File: src/rtl/gray_monitor_pkg.sv
// Shared constants for the Gray counter / Gray monitor pair: default code width
// and the monitor's FSM state encodings.
package gray_monitor_pkg;

  localparam int GRAY_WIDTH = 3;

  localparam logic [1:0] S_WAIT  = 2'd0;
  localparam logic [1:0] S_TRACK = 2'd1;
  localparam logic [1:0] S_FAULT = 2'd2;

endpackage

File: src/rtl/gray_monitor_if.sv
// Sample/status bundle between a Gray code source (master) and the monitor (slave).
interface gray_monitor_if
  import gray_monitor_pkg::*;
#(
  parameter int WIDTH = GRAY_WIDTH,
  parameter int CNT_W = 4
);

  logic             en;
  logic [WIDTH-1:0] gray;
  logic [WIDTH-1:0] binary;
  logic             valid;
  logic             step;
  logic             overflow;
  logic [CNT_W-1:0] wrap_cnt;
  logic             error;

  modport master (
    output en, gray,
    input  binary, valid, step, overflow, wrap_cnt, error
  );

  modport slave (
    input  en, gray,
    output binary, valid, step, overflow, wrap_cnt, error
  );

endinterface

File: src/rtl/gray2bin.sv
// Purely combinational Gray-to-binary decoder: each binary bit is the XOR of all
// Gray bits at or above its position.
module gray2bin
  import gray_monitor_pkg::*;
#(
  parameter int WIDTH = GRAY_WIDTH
) (
  input  logic [WIDTH-1:0] gray,
  output logic [WIDTH-1:0] binary
);

  logic acc;

  // NOTE: every variable gets a default before the loop so no path leaves it unassigned (no latch).
  always_comb begin
    binary = '0;
    acc    = 1'b0;
    for (int i = WIDTH - 1; i >= 0; i--) begin
      acc       = acc ^ gray[i];
      binary[i] = acc;
    end
  end

endmodule

File: src/rtl/gray_monitor.sv
// Receive-side Gray code checker: decodes each enabled sample, flags legal +1 steps
// and wrap-arounds, counts wraps (saturating) and latches a sticky error on bad jumps.
module gray_monitor
  import gray_monitor_pkg::*;
#(
  parameter int WIDTH = GRAY_WIDTH,
  parameter int CNT_W = 4
) (
  input  logic            clk,
  input  logic            reset,
  gray_monitor_if.slave   bus
);

  localparam logic [CNT_W-1:0] CNT_MAX = '1;

  logic [1:0]       state;
  logic [WIDTH-1:0] decoded;
  logic [WIDTH-1:0] binary_q;
  logic [WIDTH-1:0] expected_next;
  logic             valid_q;
  logic             step_q;
  logic             overflow_q;
  logic [CNT_W-1:0] wrap_cnt_q;
  logic             error_q;

  gray2bin #(.WIDTH(WIDTH)) u_dec (
    .gray   (bus.gray),
    .binary (decoded)
  );

  // Wraps naturally at WIDTH bits, so all-ones + 1 compares equal to zero.
  assign expected_next = binary_q + 1'b1;

  // NOTE: sequential state uses non-blocking assignments so every register sees pre-edge values.
  always_ff @(posedge clk) begin
    if (reset) begin
      state      <= S_WAIT;
      binary_q   <= '0;
      valid_q    <= 1'b0;
      step_q     <= 1'b0;
      overflow_q <= 1'b0;
      wrap_cnt_q <= '0;
      error_q    <= 1'b0;
    end else begin
      step_q     <= 1'b0;
      overflow_q <= 1'b0;
      if (bus.en) begin
        case (state)
          S_WAIT: begin
            binary_q <= decoded;
            valid_q  <= 1'b1;
            state    <= S_TRACK;
          end
          S_TRACK: begin
            if (decoded == binary_q) begin
              // Repeated sample: legal, nothing changes.
            end else if (decoded == expected_next) begin
              binary_q <= decoded;
              step_q   <= 1'b1;
              if (&binary_q) begin
                overflow_q <= 1'b1;
                if (wrap_cnt_q != CNT_MAX) wrap_cnt_q <= wrap_cnt_q + 1'b1;
              end
            end else begin
              binary_q <= decoded;
              error_q  <= 1'b1;
              state    <= S_FAULT;
            end
          end
          S_FAULT: begin
            binary_q <= decoded;
          end
          default: state <= S_WAIT;
        endcase
      end
    end
  end

  assign bus.binary   = binary_q;
  assign bus.valid    = valid_q;
  assign bus.step     = step_q;
  assign bus.overflow = overflow_q;
  assign bus.wrap_cnt = wrap_cnt_q;
  assign bus.error    = error_q;

endmodule
File: src/flat_wrapper.sv
// flat-port wrapper written by rule: the top's interface ports become plain ports
module gray_monitor_flat import gray_monitor_pkg::*;
#(
  parameter int WIDTH = GRAY_WIDTH,
  parameter int CNT_W = 4
)
  (clk, reset, bus_en, bus_gray, bus_binary, bus_valid, bus_step, bus_overflow, bus_wrap_cnt, bus_error);
  gray_monitor_if #(.WIDTH(WIDTH), .CNT_W(CNT_W)) bus_i ();
  input  logic clk;
  input  logic reset;
  input wire logic [$bits(bus_i.en)-1:0] bus_en;
  input wire logic [$bits(bus_i.gray)-1:0] bus_gray;
  output wire logic [$bits(bus_i.binary)-1:0] bus_binary;
  output wire logic [$bits(bus_i.valid)-1:0] bus_valid;
  output wire logic [$bits(bus_i.step)-1:0] bus_step;
  output wire logic [$bits(bus_i.overflow)-1:0] bus_overflow;
  output wire logic [$bits(bus_i.wrap_cnt)-1:0] bus_wrap_cnt;
  output wire logic [$bits(bus_i.error)-1:0] bus_error;
  assign bus_i.en = bus_en;
  assign bus_i.gray = bus_gray;
  assign bus_binary = bus_i.binary;
  assign bus_valid = bus_i.valid;
  assign bus_step = bus_i.step;
  assign bus_overflow = bus_i.overflow;
  assign bus_wrap_cnt = bus_i.wrap_cnt;
  assign bus_error = bus_i.error;
  gray_monitor #(.WIDTH(WIDTH), .CNT_W(CNT_W)) u_core (.clk(clk), .reset(reset), .bus(bus_i));
endmodule
File: config.mk
export PLATFORM = sky130hd
export DESIGN_NAME = gray_monitor_flat
export DESIGN_NICKNAME = d
export VERILOG_FILES = /design/src/rtl/gray_monitor_pkg.sv /design/src/rtl/gray_monitor_if.sv /design/src/rtl/gray2bin.sv /design/src/rtl/gray_monitor.sv /design/src/flat_wrapper.sv
export SDC_FILE = /design/constraint.sdc
export NUM_CORES = 1
export LEC_CHECK = 0
export ABC_AREA = 1
export BUFFER_PORTS_ARGS = -buffer_cell sky130_fd_sc_hd__buf_2
export CORE_AREA = 5 5 56 58
export CTS_CLUSTER_DIAMETER = 50
export DETAILED_ROUTE_END_ITERATION = 8
export DIE_AREA = 0 0 61 63
export SYNTH_ARGS = -nofsm -noshare
export SYNTH_HDL_FRONTEND = slang
export SYNTH_SLANG_ARGS = --single-unit
File: constraint.sdc
create_clock -name clk -period 1.53 [get_ports clk]
set_input_delay 0.153 -clock clk [delete_from_list [all_inputs] [get_ports clk]]
set_output_delay 0.153 -clock clk [all_outputs]
set_load 0.05 [all_outputs]
* Word-level counts from Yosys, hierarchy flattened
Cells that the tools add are included.
** Cells by class
- $add $sub $neg :: 2
- Equal/unequal tests :: 7
- Multiplexer cells :: 7
- Bitwise gates (word level) :: 7
- Reduce and logical (&&, ||, !) cells :: 11
** Operator list (number)
- AND reduction 4 bit :: 2
- AND reduction 8 bit :: 1
- equality test 3 bit :: 2
- one-hot mux 2 bit (3 select lines) :: 1
- one-hot mux 3 bit (2 select lines) :: 1
- AND reduction 3 bit :: 2
- inverter 1 bit :: 5
- OR reduction 5 bit :: 1
- adder 4 x 1 -> 4 bit, second input constant :: 1
- two-way mux 2 bit :: 2
- != test 2 bit, second input constant :: 2
- != test 4 bit, second input constant :: 1
- OR reduction 4 bit :: 1
- adder 3 x 1 -> 3 bit, second input constant :: 1
- two-way mux 3 bit :: 1
- equality test 2 x 1 -> 1 bit, second input constant :: 1
- equality test 2 bit, second input constant :: 1
- zero test 2 bit :: 1
- two-way mux 1 bit :: 2
- AND reduction 2 bit :: 1
- nonzero test 2 bit :: 1
- OR reduction 2 bit :: 1
- XOR 1 bit :: 2
** Word-level totals
- Bits in registers :: 13
- Output and inout bits :: 11

* Depth between registers and ports, before layout
Gate-level depths: netlist of the first run.
- Depth after elaboration :: 6
- Depth in mapped cells :: 13

* By module
From an unflattened synthesis of the first run, not the netlist that was laid out.
** Second synthesis, totals
- Cell total of the unflattened synthesis :: 110
- Area, all modules :: 732.0 µm²
** By module, submodules not included
- gray_monitor :: instances 1, cells an instance 97, area an instance 673.1 µm²
- gray2bin :: instances 1, cells an instance 13, area an instance 58.8 µm²

* Least setup slack after synthesis of the first run
OpenSTA, ideal clock, no wires.
- Path type :: flip-flop to flip-flop
- Start :: reg u_core.binary_q[1] (netlist: u_core.bus.binary[1])
- End :: reg u_core.wrap_cnt_q[0] (netlist: u_core.bus.wrap_cnt[0])
- Setup time :: 115 ps
- Arrival time :: 1819 ps
- Required time :: 1415 ps
- Path slack :: -404 ps
- Cell stages (with the launch flop) :: 10
- Period minus slack after synthesis :: 1934 ps
- Path through :: dfxtp_1 -> ha_1 -> ha_1 -> xor2_1 -> nor2_4 -> nand2_4 -> nor2_8 -> nand2_1 -> nand2_1 -> nor2_1
** On the way
- Cells in the longest elaborated chain, start to end :: 3
** Ends and longest elaborated chain
- start, declared :: RTL line gray_monitor.sv:18 : logic [WIDTH-1:0] binary_q;
- start signal, assigned :: RTL line gray_monitor.sv:50 : binary_q <= decoded;
- start signal, assigned :: RTL line gray_monitor.sv:58 : binary_q <= decoded;
- start signal, assigned :: RTL line gray_monitor.sv:65 : binary_q <= decoded;
- adder 3 x 1 -> 3 bit or equality test 3 bit (tied branches) :: RTL line gray_monitor.sv:32, gray_monitor.sv:55
- equality test 3 bit or inverter 1 bit (tied branches)
- AND reduction 8 bit (no line) *
- end signal, assigned :: RTL line gray_monitor.sv:62 : if (wrap_cnt_q != CNT_MAX) wrap_cnt_q <= wrap_cnt_q + 1'b1;
- end, declared :: RTL line gray_monitor.sv:23 : logic [CNT_W-1:0] wrap_cnt_q;
Mark *: on every way between the ends. The rest lies on a longest branch, timed or not.
A chain may end at the register's enable or synchronous reset.

* Worst setup path in the final report of the first run
- Start :: reg u_core.binary_q[1] (netlist: u_core.bus.binary[1])
- End :: reg u_core.state[0]
** On the way
- Cells in the longest elaborated chain, start to end :: 4
** Ends and longest elaborated chain
- adder 3 x 1 -> 3 bit :: RTL line gray_monitor.sv:32 : assign expected_next = binary_q + 1'b1;
- equality test 3 bit :: RTL line gray_monitor.sv:57 : end else if (decoded == expected_next) begin
- != test 2 bit (no line)
- AND reduction 4 bit (no line) *
- end signal, assigned :: RTL line gray_monitor.sv:37 : state <= S_WAIT;
- end signal, assigned :: RTL line gray_monitor.sv:52 : state <= S_TRACK;
- end signal, assigned :: RTL line gray_monitor.sv:67 : state <= S_FAULT;
- end, declared :: RTL line gray_monitor.sv:16 : logic [1:0] state;
Marks and branches as above.

==> impl_metrics.yaml, run 1 <==
worst_hold_path:
  min_path_type: "in -> reg"
  min_from: "bus_en"
outcome:
  outcome: "finished, final reports clean"
timing:
  post-route-period-util_pct: 96.8
  max_slew_margin_pct: 81.0
  timing_hold_violations_final: 0
  skew_ns: 0.00182
  max_freq_mhz: 675
  timing.final.ws_setup_ns: 0.0492
  report.final.slew_viol_count: 0
  setup_viol: 0
  tightest_slew_ns: 0.285
  min_period_ns: 1.48
  rsz0062_at_grt: "true"
setup_path:
  cpMostUsedCell: "ha_4"
  path_cells: "ha_4, ha_4, xor2_2, nor2_4, nand3_1, nand2_2, o21ai_2, a21oi_1"
  r2r-start: "u_core.bus.binary[1]$_SDFFE_PP0P_"
  crit_path_end_kind: "flop"
  worst-path-max-fanout: 3
  slowest_delay_ns: 0.36
  required_ns: 1.69
  path_buf_inv: 0
  crit_path_start_kind: "flop"
  crit_type: "reg -> reg"
  crit_family: "adder cells"
  crit_path_top_delay_cell: "dfxtp_4"
  critPathArrivalTime_ns: 1.64
  crit_path_start: "u_core.bus.binary[1]$_SDFFE_PP0P_"
routing:
  final_antenna_net_count: 0
  drtIter0Drc: 28
  vias_per_cell: 4.59
  drc: 0
  firstDrtPassIters: 3
  drt-total-wl_um: 1710
  avgRoutedWirePerCell_um: 10.6
  vias: 744
yosys:
  ys_warn_count: 0
  synth_area_um2: 855
  yosys.area.top_type: "dfxtp_1"
  synth_seq_cells: 13
  synth.avg_cell_area_um2: 7.77
  synth_cells: 110
  synth_fp_nets: 119
  synth_cell_type_count: 25
  yosysSeqAreaShare_pct: 30.5
  yosysTopAreaCellShare_pct: 30.5
  yosys-top-cells-area: "dfxtp_1, nand2_1, nand2_2"
layout:
  diodes: 0
  finalNetCount: 141
  final_cell_mix: "nand2_1, buf_2, nand2_2"
  area_delta_synth_final_pct: 24.9
  fillers: 288
  final_common_cell: "nand2_1"
  drive_above_1_share_pct: 47.3
floorplanning:
  die-area_um2: 3840
  core_area_um2: 2620
  io_pins: 17
  initial_core_util_pct: 32.7
  die_height_um: 63
  die_w_um: 61
  fp-row-count: 19
clock_tree:
  clock-sinks: 13
  numCtsBuffers: 3
  clk_pin_slew_worst_paths_ns: 0.08
  postCtsHoldBufs: 0
  ctsHtreeMaxLevel: 1
  insertion_delay_ns: 0.27
  clock-root-buffer: "clkbuf_4"
  clockBufferDepth: 2
  tritoncts: "built"
power_and_ir_drop:
  comb_power_share_pct: 28.1
  seqPwrFrac_pct: 45.7
  p_leak_nw: 0.508
  cellPowerDensity_nw_per_um2: 747
  p_sw_share_pct: 33.8
  p_int_uw: 528
  ir_drop_mv: 0.343
  p_switching_uw: 270
  pwr-share-clk_pct: 26.2
  power.total_uw: 797
flow_run:
  maxCapViolations: 0
global_route:
  grt_antenna_before_repair: 0
  grt_overflow: 0
  grt_pass1_wl_um: 2900
  grt_max_degree: 12
  groute.usage.overall_pct: 10.1
  grt_pass1_vias: 683
placement:
  routabilityCongestion: 0.740
  dp_slack_ns: 0.00879
  hpwl_um: 1370
  io_buffers: 16
registers in the layout, summed over array words and instances, names as in the netlist:
register and flops:
u_core.state 2, u_core.bus.binary 3, u_core.bus.error 1, u_core.bus.valid 1, u_core.bus.wrap_cnt 4, u_core.bus.step 1
u_core.bus.overflow 1
layer usage:
metal	part of all wire, %	vias up	GRT usage, %
met4	3.6	0	8.13
met3	4.3	4	1.24
met1	45	329	12.2
li1	-	396	-
met2	47	15	15.4
met5	0	-	0
worst reg2reg max path, stage by stage, from the launching register on:
cell and delay (ns):
dfxtp_4 0.36, ha_4 0.16, ha_4 0.26, xor2_2 0.17
nor2_4 0.06, nand3_1 0.09, nand2_2 0.07, o21ai_2 0.13
a21oi_1 0.07
final timing paths:
kind / slack, ns / to / cells after the start
setup / recovery: 0.05 / u_core.state[0]$_SDFFE_PP0P_ / 8
hold / removal: 0.20 / u_core.bus.valid$_SDFFE_PP0P_ / 3
setup reg to reg: 0.05 / u_core.state[0]$_SDFFE_PP0P_ / 8
hold reg to reg: 0.45 / u_core.bus.valid$_SDFFE_PP0P_ / 2
kinds of logic (layout without fill, tap and decap cells):
kind of cell / after synthesis / count (layout) / synth area share (%)
AOI/OAI and AO/OA: 14 / 14 / 9.52
xor gates and xnor gates: 4 / 4 / 4.10
adders and majority gates: 3 / 3 / 4.39
buffers and inverters: 14 / 35 / 7.61
DFF: 13 / 13 / 30.5
and+or+nand+nor: 62 / 62 / 43.9
cells in the mapped netlist (all sizes together):
cell    instances
and2            1
nand2          35
buf             1
inv            12
a21oi           9
ha              3
nor3            2
xnor2           1
nand3          15
nor2            9
clkbuf          1
dfxtp          13
o21ai           5
xor2            3
power by group through the flow:
stage               Clock [mW]  Combinational, mW  Sequential (mW)
finish                   0.209              0.224            0.364
global route             0.237              0.248            0.367
CTS                      0.223              0.224            0.364
detailed placement           0              0.215            0.375
global placement             0              0.211            0.374
floorplan                    0              0.139            0.408
metrics by stage:
stage	TNS [ns]	cells	area (um2)	hold WS, ns	utilization (%)
after global routing	-0.0685	162	1070	0.202	40.8
after global placement	0	156	1010	0.437	38.6
after CTS	0	162	1050	0.196	40.3
final	0	162	1070	0.197	40.8
after floorplan	-0.00191	110	897	0.227	-
after detailed placement	0	156	1010	0.441	38.6
repair_timing:
item | CTS | global route
cloned | 0 | 0
gates resized for setup | 2 | 5
setup endpoints to repair | 1 | 6
pin swaps | 3 | 4
setup buffers | 2 | 0
cell type report:
type	count	area, um2	area share [%]
inverter	12	50.0	4.69
timing repair buffer	19	103	9.61
clock buffer	4	26.3	2.46
sequential	13	270	25.3
tap	31	38.8	3.63
multi-input combinational	83	579	54.3
No activity file was read; power rests on OpenSTA's default activity.
==> inputs of run 2 (changes only) <==
Settings changed: CORE_AREA 5 5 56 58 to 2 2 49 60, DIE_AREA 0 0 61 63 to 0 0 51 62, MAX_ROUTING_LAYER from default to met4.
==> run 2 against run 1 <==
Non-clock buffer count unchanged. Via count increased by 1.7%. Fmax down 3.6%. Die area decreased by 18%. The flow now finishes with violations (negative setup slack). Global-route usage rose by 2.5 points. Clock-buffer cell count is the same. Critical path depth is 1 higher. Cell area up 0.82%. Routed wire length rose by 4.4%. Clock skew up 0.0053 ns. Register-to-register slack got worse by 0.06 ns.
==> impl_metrics.yaml, run 2 (synthesis gave the netlist of run 1 again) <==
outcome:
  violations: "negative setup slack"
  outcome: "finished, violations left"
routing:
  avgRoutedWirePerCell_um: 10.8
  vias_per_cell: 4.59
  drc: 0
  drtIter0Drc: 12
  vias: 757
  final_antenna_net_count: 0
  firstDrtPassIters: 3
  drt-total-wl_um: 1790
floorplanning:
  core_area_um2: 2650
  die_w_um: 51
  fp-row-count: 21
  io_pins: 17
  die-area_um2: 3160
  initial_core_util_pct: 32.2
  die_height_um: 62
layout:
  fillers: 297
  final_common_cell: "nand2_1"
  final_cell_mix: "nand2_1, buf_2, nand2_2"
  design_area_um2: 1080
  finalNetCount: 141
  fin_util_pct: 40.5
  diodes: 0
  area_delta_synth_final_pct: 25.9
  drive_above_1_share_pct: 48.9
  largest_reg_flops: 4
setup_path:
  crit_path_end_kind: "flop"
  required_ns: 1.70
  worst-path-max-fanout: 5
  critPathArrivalTime_ns: 1.70
  crit_path_start_kind: "flop"
  crit_type: "reg -> reg"
clock_tree:
  clock-root-buffer: "clkbuf_4"
  postCtsHoldBufs: 0
  tritoncts: "built"
  ctsHtreeMaxLevel: 1
  clock-sinks: 13
  insertion_delay_ns: 0.28
  numCtsBuffers: 3
  clk_pin_slew_worst_paths_ns: 0.08
  clockBufferDepth: 2
timing:
  min_period_ns: 1.54
  rsz0062_at_grt: "true"
  timing.final.ws_setup_ns: -0.00666
  max_freq_mhz: 651
  fin_setup_tns_ns: -0.00666
  post-route-period-util_pct: 100
  max_slew_margin_pct: 82.4
  report.final.slew_viol_count: 0
  tightest_slew_ns: 0.264
  setup_viol: 1
  timing_hold_violations_final: 0
  whs_ns: 0.191
  skew_ns: 0.00713
global_route:
  groute.usage.overall_pct: 12.6
  grt_pass1_wl_um: 2860
  grt_max_degree: 12
  grt_antenna_before_repair: 0
  grt_pass1_vias: 669
  grt_overflow: 0
placement:
  io_buffers: 16
  dpl-instance-area_um2: 1010
  routabilityCongestion: 0.831
  hpwl_um: 1380
power_and_ir_drop:
  seqPwrFrac_pct: 45.8
  power.total_uw: 798
  cellPowerDensity_nw_per_um2: 742
  p_switching_uw: 271
  p_sw_share_pct: 33.9
  ir_drop_mv: 0.241
  comb_power_share_pct: 28.2
  pwr-share-clk_pct: 26.0
  p_leak_nw: 0.508
  p_int_uw: 528
worst_hold_path:
  min_path_type: "in -> reg"
flow_run:
  maxCapViolations: 0
==> run 2: power groups by stage <==
stage | Combinational (mW) | Clock (mW) | Sequential (mW)
3_5_place_dp | 0.215 | 0 | 0.375
6_report | 0.225 | 0.208 | 0.365
4_1_cts | 0.225 | 0.217 | 0.366
2_1_floorplan | 0.139 | 0 | 0.408
5_1_grt | 0.250 | 0.234 | 0.368
3_3_place_gp | 0.212 | 0 | 0.374
==> run 2: worst paths after layout <==
check / startpoint / to / slack [ns] / cells after the start
hold reg to reg: u_core.bus.error$_SDFFE_PP0P_ / u_core.bus.error$_SDFFE_PP0P_ / 0.45 / 2
hold / removal: bus_en / u_core.bus.valid$_SDFFE_PP0P_ / 0.19 / 3
setup reg to reg: u_core.bus.binary[1]$_SDFFE_PP0P_ / u_core.bus.wrap_cnt[0]$_SDFFE_PP0P_ / -0.007 / 9
setup / recovery: u_core.bus.binary[1]$_SDFFE_PP0P_ / u_core.bus.wrap_cnt[0]$_SDFFE_PP0P_ / -0.007 / 9
==> run 2: metal layers <==
metal / GRT usage [%] / share of wire, % / vias up
met5: - / 0 / -
met4: 4.63 / 0.95 / 0
met3: 2.15 / 3.0 / 2
met2: 22.8 / 55 / 14
met1: 13.9 / 41 / 346
li1: - / - / 395
==> run 2: metrics by stage <==
step | setup slack, ns | cells
2_1_floorplan | -0.00191 | 110
3_3_place_gp | 0.0471 | 159
3_5_place_dp | 0.0144 | 159
4_1_cts | 0.000392 | 164
5_1_grt | -0.0754 | 165
6_report | -0.00666 | 165
==> run 2: worst max-delay path, cell delays in order, from the launching register on <==
cell and delay [ns]:
dfxtp_4 0.37, ha_4 0.16, ha_4 0.21, xor2_2 0.15
nor2_4 0.14, nand2_4 0.10, nor2_8 0.14, nand2_2 0.06
nand2_2 0.06, nor2_2 0.03
==> run 2: cell type report <==
type | instances | area, um2 | share of cell area, %
clock buffers | 4 | 26.3 | 2.44
inverters | 12 | 50.0 | 4.65
multi-input cells | 83 | 584 | 54.3
flip-flops and latches | 13 | 270 | 25.1
well taps | 34 | 42.5 | 3.95
repair buffers | 19 | 103 | 9.53
==> run 2: timing repair <==
item,in CTS,in global routing
endpoints found under the hold margin,0,0
cloned,0,0
resized for setup,4,4
pin swaps,7,7
setup buffers,1,1
endpoints found under the setup margin,2,7
==> inputs of run 3 (changes only) <==
Settings changed: REMOVE_ABC_BUFFERS from default to 1.
==> run 3 against run 2 <==
The flow now finishes without violations. Sequential power about the same. Utilization down 0.66 points. Global-route usage down 0.16 points. Die area unchanged.
==> impl_metrics.yaml, run 3 (synthesis gave the netlist of run 1 again) <==
layout:
  finalNetCount: 142
  final_cell_mix: "nand2_1, buf_2, nand2_2"
  final_cells: 166
  largest_reg_flops: 4
  design_area_um2: 1060
  final_common_cell: "nand2_1"
  diodes: 0
  area_delta_synth_final_pct: 23.9
  drive_above_1_share_pct: 43.9
  seq_area_um2: 263
  fillers: 299
  multi_input_area_um2: 567
placement:
  hpwl_um: 1390
  dp.cells: 162
  routabilityCongestion: 0.793
  dpl-instance-area_um2: 992
  io_buffers: 16
timing:
  rsz0062_at_grt: "true"
  min_period_ns: 1.52
  report.final.slew_viol_count: 0
  post-route-period-util_pct: 99.2
  setup_viol: 0
  max_freq_mhz: 659
  fin_setup_tns_ns: 0
  tightest_slew_ns: 0.251
  whs_ns: 0.196
  timing_hold_violations_final: 0
  skew_ns: 0.00425
  max_slew_margin_pct: 83.2
floorplanning:
  initial_core_util_pct: 32.2
  io_pins: 17
  die_w_um: 51
  die-area_um2: 3160
  core_area_um2: 2650
  fp-row-count: 21
  die_height_um: 62
power_and_ir_drop:
  ir_drop_mv: 0.344
  cellPowerDensity_nw_per_um2: 758
  p_leak_nw: 0.512
  power.total_uw: 802
setup_path:
  slowest_delay_ns: 0.34
  rrSetupSlack_ns: 0.01
  crit_path_start_kind: "flop"
  path_cells: "ha_4, ha_4, xor2_2, nor2_4, nand2_4, nor2_8, nand2_1, a21oi_1"
  crit_family: "simple AND/OR/NAND/NOR gates"
  critPathArrivalTime_ns: 1.72
  cpMostUsedCell: "ha_4"
  path_buf_inv: 0
  crit_type: "reg -> reg"
  worst-path-max-fanout: 5
  required_ns: 1.73
  crit_path_top_delay_cell: "dfxtp_2"
  crit_path_end_kind: "flop"
global_route:
  grt_pass1_vias: 708
  grt_pass1_wl_um: 2890
  grt_antenna_before_repair: 0
  grt_max_degree: 12
  groute.usage.overall_pct: 12.4
  grt_overflow: 0
routing:
  firstDrtPassIters: 4
  avgRoutedWirePerCell_um: 10.3
  vias: 738
  final_antenna_net_count: 0
  drt-total-wl_um: 1710
  drc: 0
  vias_per_cell: 4.45
  drtIter0Drc: 4
clock_tree:
  tritoncts: "built"
  numCtsBuffers: 3
  clock-sinks: 13
  postCtsHoldBufs: 0
  clk_pin_slew_worst_paths_ns: 0.08
  clock-root-buffer: "clkbuf_4"
  insertion_delay_ns: 0.27
  ctsHtreeMaxLevel: 1
  clockBufferDepth: 2
  post_cts_buffers: 0
flow_run:
  maxCapViolations: 0
outcome:
  outcome: "finished, final reports clean"
worst_hold_path:
  min_path_type: "in -> reg"
run 3: metrics by stage:
step	util, %	setup WS (ns)
3_3_place_gp	37.4	-0.0416
4_1_cts	39.1	0.00808
6_report	39.9	0.0122
2_1_floorplan	-	-0.403
5_1_grt	39.9	-0.0584
3_5_place_dp	37.4	-0.0731
run 3: what timing repair did:
item                                    CTS  global route
pin swaps                                 3             4
resized for setup                         4             6
endpoints found under the setup margin    8             7
endpoints found under the hold margin     0             0
run 3: worst paths after layout:
path	cells after the start	end	startpoint
max	8	u_core.bus.wrap_cnt[3]$_SDFFE_PP0P_	u_core.bus.binary[0]$_SDFFE_PP0P_
min	3	u_core.bus.valid$_SDFFE_PP0P_	bus_en
max reg2reg	8	u_core.bus.wrap_cnt[3]$_SDFFE_PP0P_	u_core.bus.binary[0]$_SDFFE_PP0P_
min reg2reg	2	u_core.bus.error$_SDFFE_PP0P_	u_core.bus.error$_SDFFE_PP0P_
run 3: routing by layer:
metal	up-vias	track usage, %	wire length [um]
met5	-	-	0
met4	0	3.47	13
met3	2	3.11	69
met2	14	21.3	841
met1	321	14.5	783
li1	401	-	-
run 3: final cells by class:
class	count	area share, %
multi-input combinational	83	53.5
clock buffer	4	2.48
tap	34	4.02
inverter	12	4.73
timing repair buffer	20	10.4
sequential	13	24.8
run 3: worst min-delay path, cell delays in order:
cell and delay [ns]:
buf_2 0.13, nand2_1 0.09, a21oi_1 0.06
run 3: power breakdown:
| group | switching (mW) | total (mW) | internal (mW) |
|---|---|---|---|
| clock network | 0.110 | 0.211 | 0.101 |
| logic | 0.151 | 0.227 | 0.0760 |
| registers | 0.0114 | 0.364 | 0.353 |
| total | 0.272 | 0.802 | 0.529 |
